$ cat src/rtl/butterfly_stage_if.sv
`default_nettype none
// ============================================================================
// Module   : butterfly_stage_if
// Brief    : Read-issue / write-back bus between FFT memory and butterfly stage.
// Revision : 1.0
// ============================================================================
interface butterfly_stage_if #(
    parameter int ADDR_SIZE  = 5,
    parameter int DATA_WIDTH = 16,
    parameter int CNT_SIZE   = 8
);
    logic                    i_rden;
    logic [ADDR_SIZE-1:0]    i_rdaddr_A;
    logic [ADDR_SIZE-1:0]    i_rdaddr_B;
    logic [2*DATA_WIDTH-1:0] i_data_A;
    logic [2*DATA_WIDTH-1:0] i_data_B;
    logic [2*DATA_WIDTH-1:0] i_twiddle;
    logic                    o_wren;
    logic [ADDR_SIZE-1:0]    o_wraddr_A;
    logic [ADDR_SIZE-1:0]    o_wraddr_B;
    logic [2*DATA_WIDTH-1:0] o_wrdata_A;
    logic [2*DATA_WIDTH-1:0] o_wrdata_B;
    logic                    o_busy;
    logic [CNT_SIZE-1:0]     o_bfly_count;

    modport slave (
        input  i_rden, i_rdaddr_A, i_rdaddr_B, i_data_A, i_data_B, i_twiddle,
        output o_wren, o_wraddr_A, o_wraddr_B, o_wrdata_A, o_wrdata_B,
        output o_busy, o_bfly_count
    );

    modport master (
        output i_rden, i_rdaddr_A, i_rdaddr_B, i_data_A, i_data_B, i_twiddle,
        input  o_wren, o_wraddr_A, o_wraddr_B, o_wrdata_A, o_wrdata_B,
        input  o_busy, o_bfly_count
    );
endinterface
`default_nettype wire

$ cat src/rtl/butterfly_stage.sv
`default_nettype none
// ============================================================================
// Module   : butterfly_stage
// Brief    : Fixed-latency radix-2 DIT butterfly, X/Y = (A +/- B*W)/2.
// Revision : 1.0
// ============================================================================
module butterfly_stage #(
    parameter int ADDR_SIZE   = 5,
    parameter int DATA_WIDTH  = 16,
    parameter int MEM_LATENCY = 1,
    parameter int CNT_SIZE    = 8
) (
    input  logic                i_CLK,
    input  logic                i_RST,
    butterfly_stage_if.slave    bus
);
    localparam int c_DEPTH = MEM_LATENCY + 3;
    localparam int c_DW    = DATA_WIDTH;
    localparam int c_PW    = 2 * DATA_WIDTH;
    localparam logic [c_PW:0] c_RND =
        {{(c_PW - c_DW + 2){1'b0}}, 1'b1, {(c_DW - 2){1'b0}}};

    logic [c_DEPTH-1:0]    r_vld;
    logic [c_DEPTH:0]      w_vld;
    logic [ADDR_SIZE-1:0]  r_addr_a [c_DEPTH-1];
    logic [ADDR_SIZE-1:0]  r_addr_b [c_DEPTH-1];

    logic signed [c_DW-1:0] w_br, w_bi, w_wr, w_wi;
    logic [c_PW-1:0]        r_p1_a, r_p2_a;
    logic signed [c_PW-1:0] r_p1_rr, r_p1_ii, r_p1_ri, r_p1_ir;
    logic [c_PW:0]          w_bwr_rnd, w_bwi_rnd;
    logic [c_DW:0]          r_p2_bwr, r_p2_bwi;
    logic                   w_unused_bits;

    logic [ADDR_SIZE-1:0]  r_wraddr_a, r_wraddr_b;
    logic [c_PW-1:0]       r_wrdata_a, r_wrdata_b;
    logic [CNT_SIZE-1:0]   r_count;

    // Index k of w_vld is the issue strobe delayed by k cycles.
    assign w_vld = {r_vld, bus.i_rden};

    assign w_br = bus.i_data_B[c_PW-1:c_DW];
    assign w_bi = bus.i_data_B[c_DW-1:0];
    assign w_wr = bus.i_twiddle[c_PW-1:c_DW];
    assign w_wi = bus.i_twiddle[c_DW-1:0];

    // Round-half-up of the Q2.(2*DW-2) complex product back to DW+1 bits.
    assign w_bwr_rnd = {r_p1_rr[c_PW-1], r_p1_rr} - {r_p1_ii[c_PW-1], r_p1_ii} + c_RND;
    assign w_bwi_rnd = {r_p1_ri[c_PW-1], r_p1_ri} + {r_p1_ir[c_PW-1], r_p1_ir} + c_RND;
    assign w_unused_bits = ^{w_bwr_rnd[c_PW], w_bwr_rnd[c_DW-2:0],
                             w_bwi_rnd[c_PW], w_bwi_rnd[c_DW-2:0]};

    function automatic logic [c_DW-1:0] f_half_sat(
        input logic [c_DW-1:0] a,
        input logic [c_DW:0]   bw,
        input logic            sub
    );
        logic [c_DW+1:0] v_a, v_b, v_s, v_h;
        v_a = {{2{a[c_DW-1]}}, a};
        v_b = {bw[c_DW], bw};
        v_s = (sub ? (v_a - v_b) : (v_a + v_b)) + 1'b1;
        v_h = $signed(v_s) >>> 1;
        if (v_h[c_DW+1:c_DW-1] == 3'b000 || v_h[c_DW+1:c_DW-1] == 3'b111)
            return v_h[c_DW-1:0];
        return v_h[c_DW+1] ? {1'b1, {(c_DW-1){1'b0}}} : {1'b0, {(c_DW-1){1'b1}}};
    endfunction

    always_ff @(posedge i_CLK or posedge i_RST) begin
        if (i_RST) begin
            r_vld <= '0;
            for (int i = 0; i < c_DEPTH - 1; i++) begin
                r_addr_a[i] <= '0;
                r_addr_b[i] <= '0;
            end
        end else begin
            r_vld       <= {r_vld[c_DEPTH-2:0], bus.i_rden};
            r_addr_a[0] <= bus.i_rdaddr_A;
            r_addr_b[0] <= bus.i_rdaddr_B;
            for (int i = 1; i < c_DEPTH - 1; i++) begin
                r_addr_a[i] <= r_addr_a[i-1];
                r_addr_b[i] <= r_addr_b[i-1];
            end
        end
    end

    always_ff @(posedge i_CLK or posedge i_RST) begin
        if (i_RST) begin
            r_p1_a   <= '0;
            r_p1_rr  <= '0;
            r_p1_ii  <= '0;
            r_p1_ri  <= '0;
            r_p1_ir  <= '0;
            r_p2_a   <= '0;
            r_p2_bwr <= '0;
            r_p2_bwi <= '0;
        end else begin
            if (w_vld[MEM_LATENCY]) begin
                r_p1_a  <= bus.i_data_A;
                r_p1_rr <= w_br * w_wr;
                r_p1_ii <= w_bi * w_wi;
                r_p1_ri <= w_br * w_wi;
                r_p1_ir <= w_bi * w_wr;
            end
            if (w_vld[MEM_LATENCY+1]) begin
                r_p2_a   <= r_p1_a;
                r_p2_bwr <= w_bwr_rnd[c_PW-1:c_DW-1];
                r_p2_bwi <= w_bwi_rnd[c_PW-1:c_DW-1];
            end
        end
    end

    // Output stage only loads on a valid result, so idle cycles hold the last write.
    always_ff @(posedge i_CLK or posedge i_RST) begin
        if (i_RST) begin
            r_wraddr_a <= '0;
            r_wraddr_b <= '0;
            r_wrdata_a <= '0;
            r_wrdata_b <= '0;
            r_count    <= '0;
        end else if (w_vld[c_DEPTH-1]) begin
            r_wraddr_a <= r_addr_a[c_DEPTH-2];
            r_wraddr_b <= r_addr_b[c_DEPTH-2];
            r_wrdata_a <= {f_half_sat(r_p2_a[c_PW-1:c_DW], r_p2_bwr, 1'b0),
                           f_half_sat(r_p2_a[c_DW-1:0],    r_p2_bwi, 1'b0)};
            r_wrdata_b <= {f_half_sat(r_p2_a[c_PW-1:c_DW], r_p2_bwr, 1'b1),
                           f_half_sat(r_p2_a[c_DW-1:0],    r_p2_bwi, 1'b1)};
            r_count    <= r_count + 1'b1;
        end
    end

    assign bus.o_wren       = r_vld[c_DEPTH-1];
    assign bus.o_busy       = |r_vld;
    assign bus.o_wraddr_A   = r_wraddr_a;
    assign bus.o_wraddr_B   = r_wraddr_b;
    assign bus.o_wrdata_A   = r_wrdata_a;
    assign bus.o_wrdata_B   = r_wrdata_b;
    assign bus.o_bfly_count = r_count;
endmodule
`default_nettype wire

$ cat src/flat_wrapper.sv
// flat-port wrapper written by rule: the top's interface ports become plain ports
module butterfly_stage_flat 
#(
    parameter int ADDR_SIZE   = 5,
    parameter int DATA_WIDTH  = 16,
    parameter int MEM_LATENCY = 1,
    parameter int CNT_SIZE    = 8
)
  (i_CLK, i_RST, bus_i_rden, bus_i_rdaddr_A, bus_i_rdaddr_B, bus_i_data_A, bus_i_data_B, bus_i_twiddle, bus_o_wren, bus_o_wraddr_A, bus_o_wraddr_B, bus_o_wrdata_A, bus_o_wrdata_B, bus_o_busy, bus_o_bfly_count);
  butterfly_stage_if #(.ADDR_SIZE(ADDR_SIZE), .DATA_WIDTH(DATA_WIDTH), .CNT_SIZE(CNT_SIZE)) bus_i ();
  input  logic i_CLK;
  input  logic i_RST;
  input wire logic [$bits(bus_i.i_rden)-1:0] bus_i_rden;
  input wire logic [$bits(bus_i.i_rdaddr_A)-1:0] bus_i_rdaddr_A;
  input wire logic [$bits(bus_i.i_rdaddr_B)-1:0] bus_i_rdaddr_B;
  input wire logic [$bits(bus_i.i_data_A)-1:0] bus_i_data_A;
  input wire logic [$bits(bus_i.i_data_B)-1:0] bus_i_data_B;
  input wire logic [$bits(bus_i.i_twiddle)-1:0] bus_i_twiddle;
  output wire logic [$bits(bus_i.o_wren)-1:0] bus_o_wren;
  output wire logic [$bits(bus_i.o_wraddr_A)-1:0] bus_o_wraddr_A;
  output wire logic [$bits(bus_i.o_wraddr_B)-1:0] bus_o_wraddr_B;
  output wire logic [$bits(bus_i.o_wrdata_A)-1:0] bus_o_wrdata_A;
  output wire logic [$bits(bus_i.o_wrdata_B)-1:0] bus_o_wrdata_B;
  output wire logic [$bits(bus_i.o_busy)-1:0] bus_o_busy;
  output wire logic [$bits(bus_i.o_bfly_count)-1:0] bus_o_bfly_count;
  assign bus_i.i_rden = bus_i_rden;
  assign bus_i.i_rdaddr_A = bus_i_rdaddr_A;
  assign bus_i.i_rdaddr_B = bus_i_rdaddr_B;
  assign bus_i.i_data_A = bus_i_data_A;
  assign bus_i.i_data_B = bus_i_data_B;
  assign bus_i.i_twiddle = bus_i_twiddle;
  assign bus_o_wren = bus_i.o_wren;
  assign bus_o_wraddr_A = bus_i.o_wraddr_A;
  assign bus_o_wraddr_B = bus_i.o_wraddr_B;
  assign bus_o_wrdata_A = bus_i.o_wrdata_A;
  assign bus_o_wrdata_B = bus_i.o_wrdata_B;
  assign bus_o_busy = bus_i.o_busy;
  assign bus_o_bfly_count = bus_i.o_bfly_count;
  butterfly_stage #(.ADDR_SIZE(ADDR_SIZE), .DATA_WIDTH(DATA_WIDTH), .MEM_LATENCY(MEM_LATENCY), .CNT_SIZE(CNT_SIZE)) u_core (.i_CLK(i_CLK), .i_RST(i_RST), .bus(bus_i));
endmodule
$ cat config.mk
export PLATFORM = sky130hd
export DESIGN_NAME = butterfly_stage_flat
export DESIGN_NICKNAME = d
export VERILOG_FILES = /design/src/rtl/butterfly_stage_if.sv /design/src/rtl/butterfly_stage.sv /design/src/flat_wrapper.sv
export SDC_FILE = /design/constraint.sdc
export NUM_CORES = 2
export LEC_CHECK = 0
export CORE_ASPECT_RATIO = 1.75
export CORE_MARGIN = 2
export CORE_UTILIZATION = 65
export DETAILED_ROUTE_END_ITERATION = 8
export PLACE_DENSITY = 0.88
export SLEW_MARGIN = 20
export SYNTH_ARGS = -nofsm -noshare
export SYNTH_HDL_FRONTEND = slang
export SYNTH_SLANG_ARGS = --single-unit
$ cat constraint.sdc
create_clock -name i_CLK -period 13.15 [get_ports i_CLK]
set_input_delay 1.9725 -clock i_CLK [delete_from_list [all_inputs] [get_ports i_CLK]]
set_output_delay 1.9725 -clock i_CLK [all_outputs]
set_load 0.1 [all_outputs]
==> flow_summary.json <==
{
  "first_pass_iters": 8,
  "ys_top_cells_by_area": "fa_1 36%, dfrtp_1 15%, ha_1 12%",
  "drv_slew": 0,
  "routedWlPerCell_um": 20.5,
  "final_area_um2": 62600,
  "place.gp.congestion": 0.916,
  "nNetsFinal": 7863,
  "io_pins": 193,
  "grt_usage_pct": 34.1,
  "yosysMostFrequentCell": "inv_1",
  "synth_ff_type": "dfrtp_1",
  "ys_seq_area_share_pct": 14.7,
  "cts.path.max_buffers": 3,
  "synth_nets": 7820,
  "r2r_start": "u_core.r_p2_bwr[1]",
  "status": "finished, final reports clean",
  "num-fill-cells": 6254,
  "fp.dieArea_um2": 92100,
  "worst_ep_arrival_time_ns": 9.15,
  "finalHoldViolCount": 0,
  "cp_slowest_stage_delay_ns": 0.65,
  "tns_ns": 0,
  "cp_common_cell": "fa_1",
  "crit_start": "bus_i_twiddle[15]",
  "tritoncts": "done",
  "critical_path_required_ns": 13.68,
  "placedInstanceArea_um2": 61200,
  "first_global_vias": 48939,
  "syn_avg_cell_area_um2": 9.53,
  "worst_slew_pin_slew_ns": 1.03,
  "ys_ff_latch": 342,
  "clockRootBuffer": "clkbuf_16",
  "drt-initial-drc-count": 3431,
  "post-route-period-util_pct": 65.5,
  "cts.sinks": 342,
  "hold_path.class": "reg -> reg",
  "ant_nets": 0,
  "place_inst": 7297,
  "cts_made_buffers": 36,
  "hold_buffers": 0,
  "antenna_found_initial": 7,
  "ys_warn_count": 0,
  "synth_top_area_share_pct": 36.1,
  "cp_slowest_cell": "clkdlybuf4s50_1",
  "fin_skew_ns": 0.0433,
  "start_util_pct": 65.4,
  "clkSlewWorstSetupHoldPaths_ns": 0.09,
  "grt_overflow": 0,
  "grt_max_degree": 120,
  "drive_gt1_share_pct": 5.22,
  "num_rows": 145,
  "via_per_inst": 5.98,
  "crit_chain": "clkdlybuf4s50_1, clkinv_1, buf_4, nor2_1, fa_1, fa_1, fa_1, fa_1, fa_1, inv_1, fa_1, inv_1, ha_1, o21ai_0, a21oi_1, or4b_4, a21oi_1, o2111ai_1, a41oi_1, o21a_1, nor3_1, o31ai_1",
  "finalNonFillerCells": 7370,
  "whs_ns": 0.348,
  "dr_wl_met2_mm": 76.4,
  "dieWidth_um": 230,
  "synth_cells": 6116,
  "wl_met1_mm": 49.7,
  "synth_edf_count": 0,
  "slew_headroom_pct": 31.4,
  "cts_resized": 0,
  "critPathCaptureType": "flip-flop",
  "synth.largest_area_cell": "fa_1",
  "clk_latency_ns": 0.61,
  "top_layer": "met5",
  "drc": 0,
  "setup_viol": 0,
  "post-dp-hpwl_mm": 115,
  "design.core.area_um2": 89100,
  "crit_type": "in -> reg",
  "grt_pass1_wl_mm": 246,
  "fmax_mhz": 116,
  "worst-path-buf-inv": 5,
  "io_buffers": 192,
  "cp_top_family": "adder cells",
  "vias": 44042,
  "areaGrowthSynthToFinish_pct": 7.43,
  "critical_path.max_fanout": 15,
  "route.met3.wl_mm": 10.8,
  "period_minus_slack_ns": 8.62,
  "synth_common_cells": "1266 x inv_1, 1052 x fa_1, 597 x nand2_1",
  "wirelength_mm": 151,
  "htreeDepth": 2,
  "maxCapViolCount": 0,
  "netlist_area_um2": 58300,
  "ys_types": 89,
  "multi_input_area_um2": 44000,
  "cp-start-kind": "primary input",
  "hp-start": "u_core.r_addr_a[8]",
  "seq_area_um2": 8560,
  "post_cts_buffers": 0,
  "rsz0062_at_grt": "no",
  "ys_async_sr_fraction_pct": 100,
  "fp.dieH_um": 400
}
## kinds of logic after synthesis
group,count (synthesis),synth area share [%]
and+or+nand+nor,1553,13.2
xor gates and xnor gates,191,2.87
DFF,342,14.7
adders and majority gates,1595,47.8
muxes,149,2.85
AOI/OAI and AO/OA,756,8.66
buffers and inverters,1530,9.90
## per-layer routing
metal  vias up  GRT usage [%]
li1      19055              -
met1     22039           37.0
met2      2221           59.6
met3       723           5.18
met4         4           26.7
met5         -              0
## stage by stage
step,utilization [%],setup WS [ns]
global placement,68.7,4.20
CTS,70.2,4.52
finish,70.3,4.53
global route,70.2,4.16
detailed placement,68.7,4.00
floorplan,-,1.70
## path summary, 6_finish.rpt
path / endpoint / slack [ns] / cells after the start
min in group asynchronous: u_core.r_addr_b[12] / 1.95 / 2
hold reg to reg: u_core.r_addr_a[3] / 0.35 / 0
hold / removal: u_core.r_addr_a[3] / 0.35 / 0
max in group asynchronous: u_core.r_p1_rr[30] / 8.96 / 4
setup reg to reg: u_core.bus.o_wrdata_B[21] / 8.55 / 14
setup / recovery: u_core.r_p1_ii[29] / 4.53 / 22
## cells in the final DEF, fill, tap and decap left out, types with 48 or more instances in the layout
cell type        instances
nor3_1                  57
and2_1                 504
a21o_1                  75
clkdlybuf4s50_1        187
mux2_2                 130
fa_1                  1052
ha_1                   543
inv_1                 1264
a21oi_1                195
xnor2_1                141
o2bb2ai_1               48
dfrtp_1                339
xor2_1                  49
nand2_1                597
buf_4                   74
nor2_1                 184
o21ai_0                149
## state kept, by name (all words and copies together), names as in the netlist, 8 cells and up
signal and cells:
u_core.bus.o_wrdata_A 32, u_core.bus.o_wrdata_B 32, u_core.r_p1_a 32, u_core.r_p1_ii 32
u_core.r_p1_ir 32, u_core.r_p1_ri 32, u_core.r_p1_rr 32, u_core.r_p2_a 32
u_core.r_p2_bwi 17, u_core.r_p2_bwr 17, u_core.r_addr_a 15, u_core.r_addr_b 15
u_core.bus.o_bfly_count 8
## layout make-up
type	count	share of cell area, %
tap	1176	2.35
antenna	7	0.0280
clock inverter	24	0.590
inverter	1269	7.62
multi-input combinational	4244	70.2
timing repair buffer	266	3.92
sequential	342	13.7
clock buffer	42	1.57
Power is left out: the tool's default activity adds up to more than one toggle a clock period on the data nets, which glitch-free logic cannot reach.
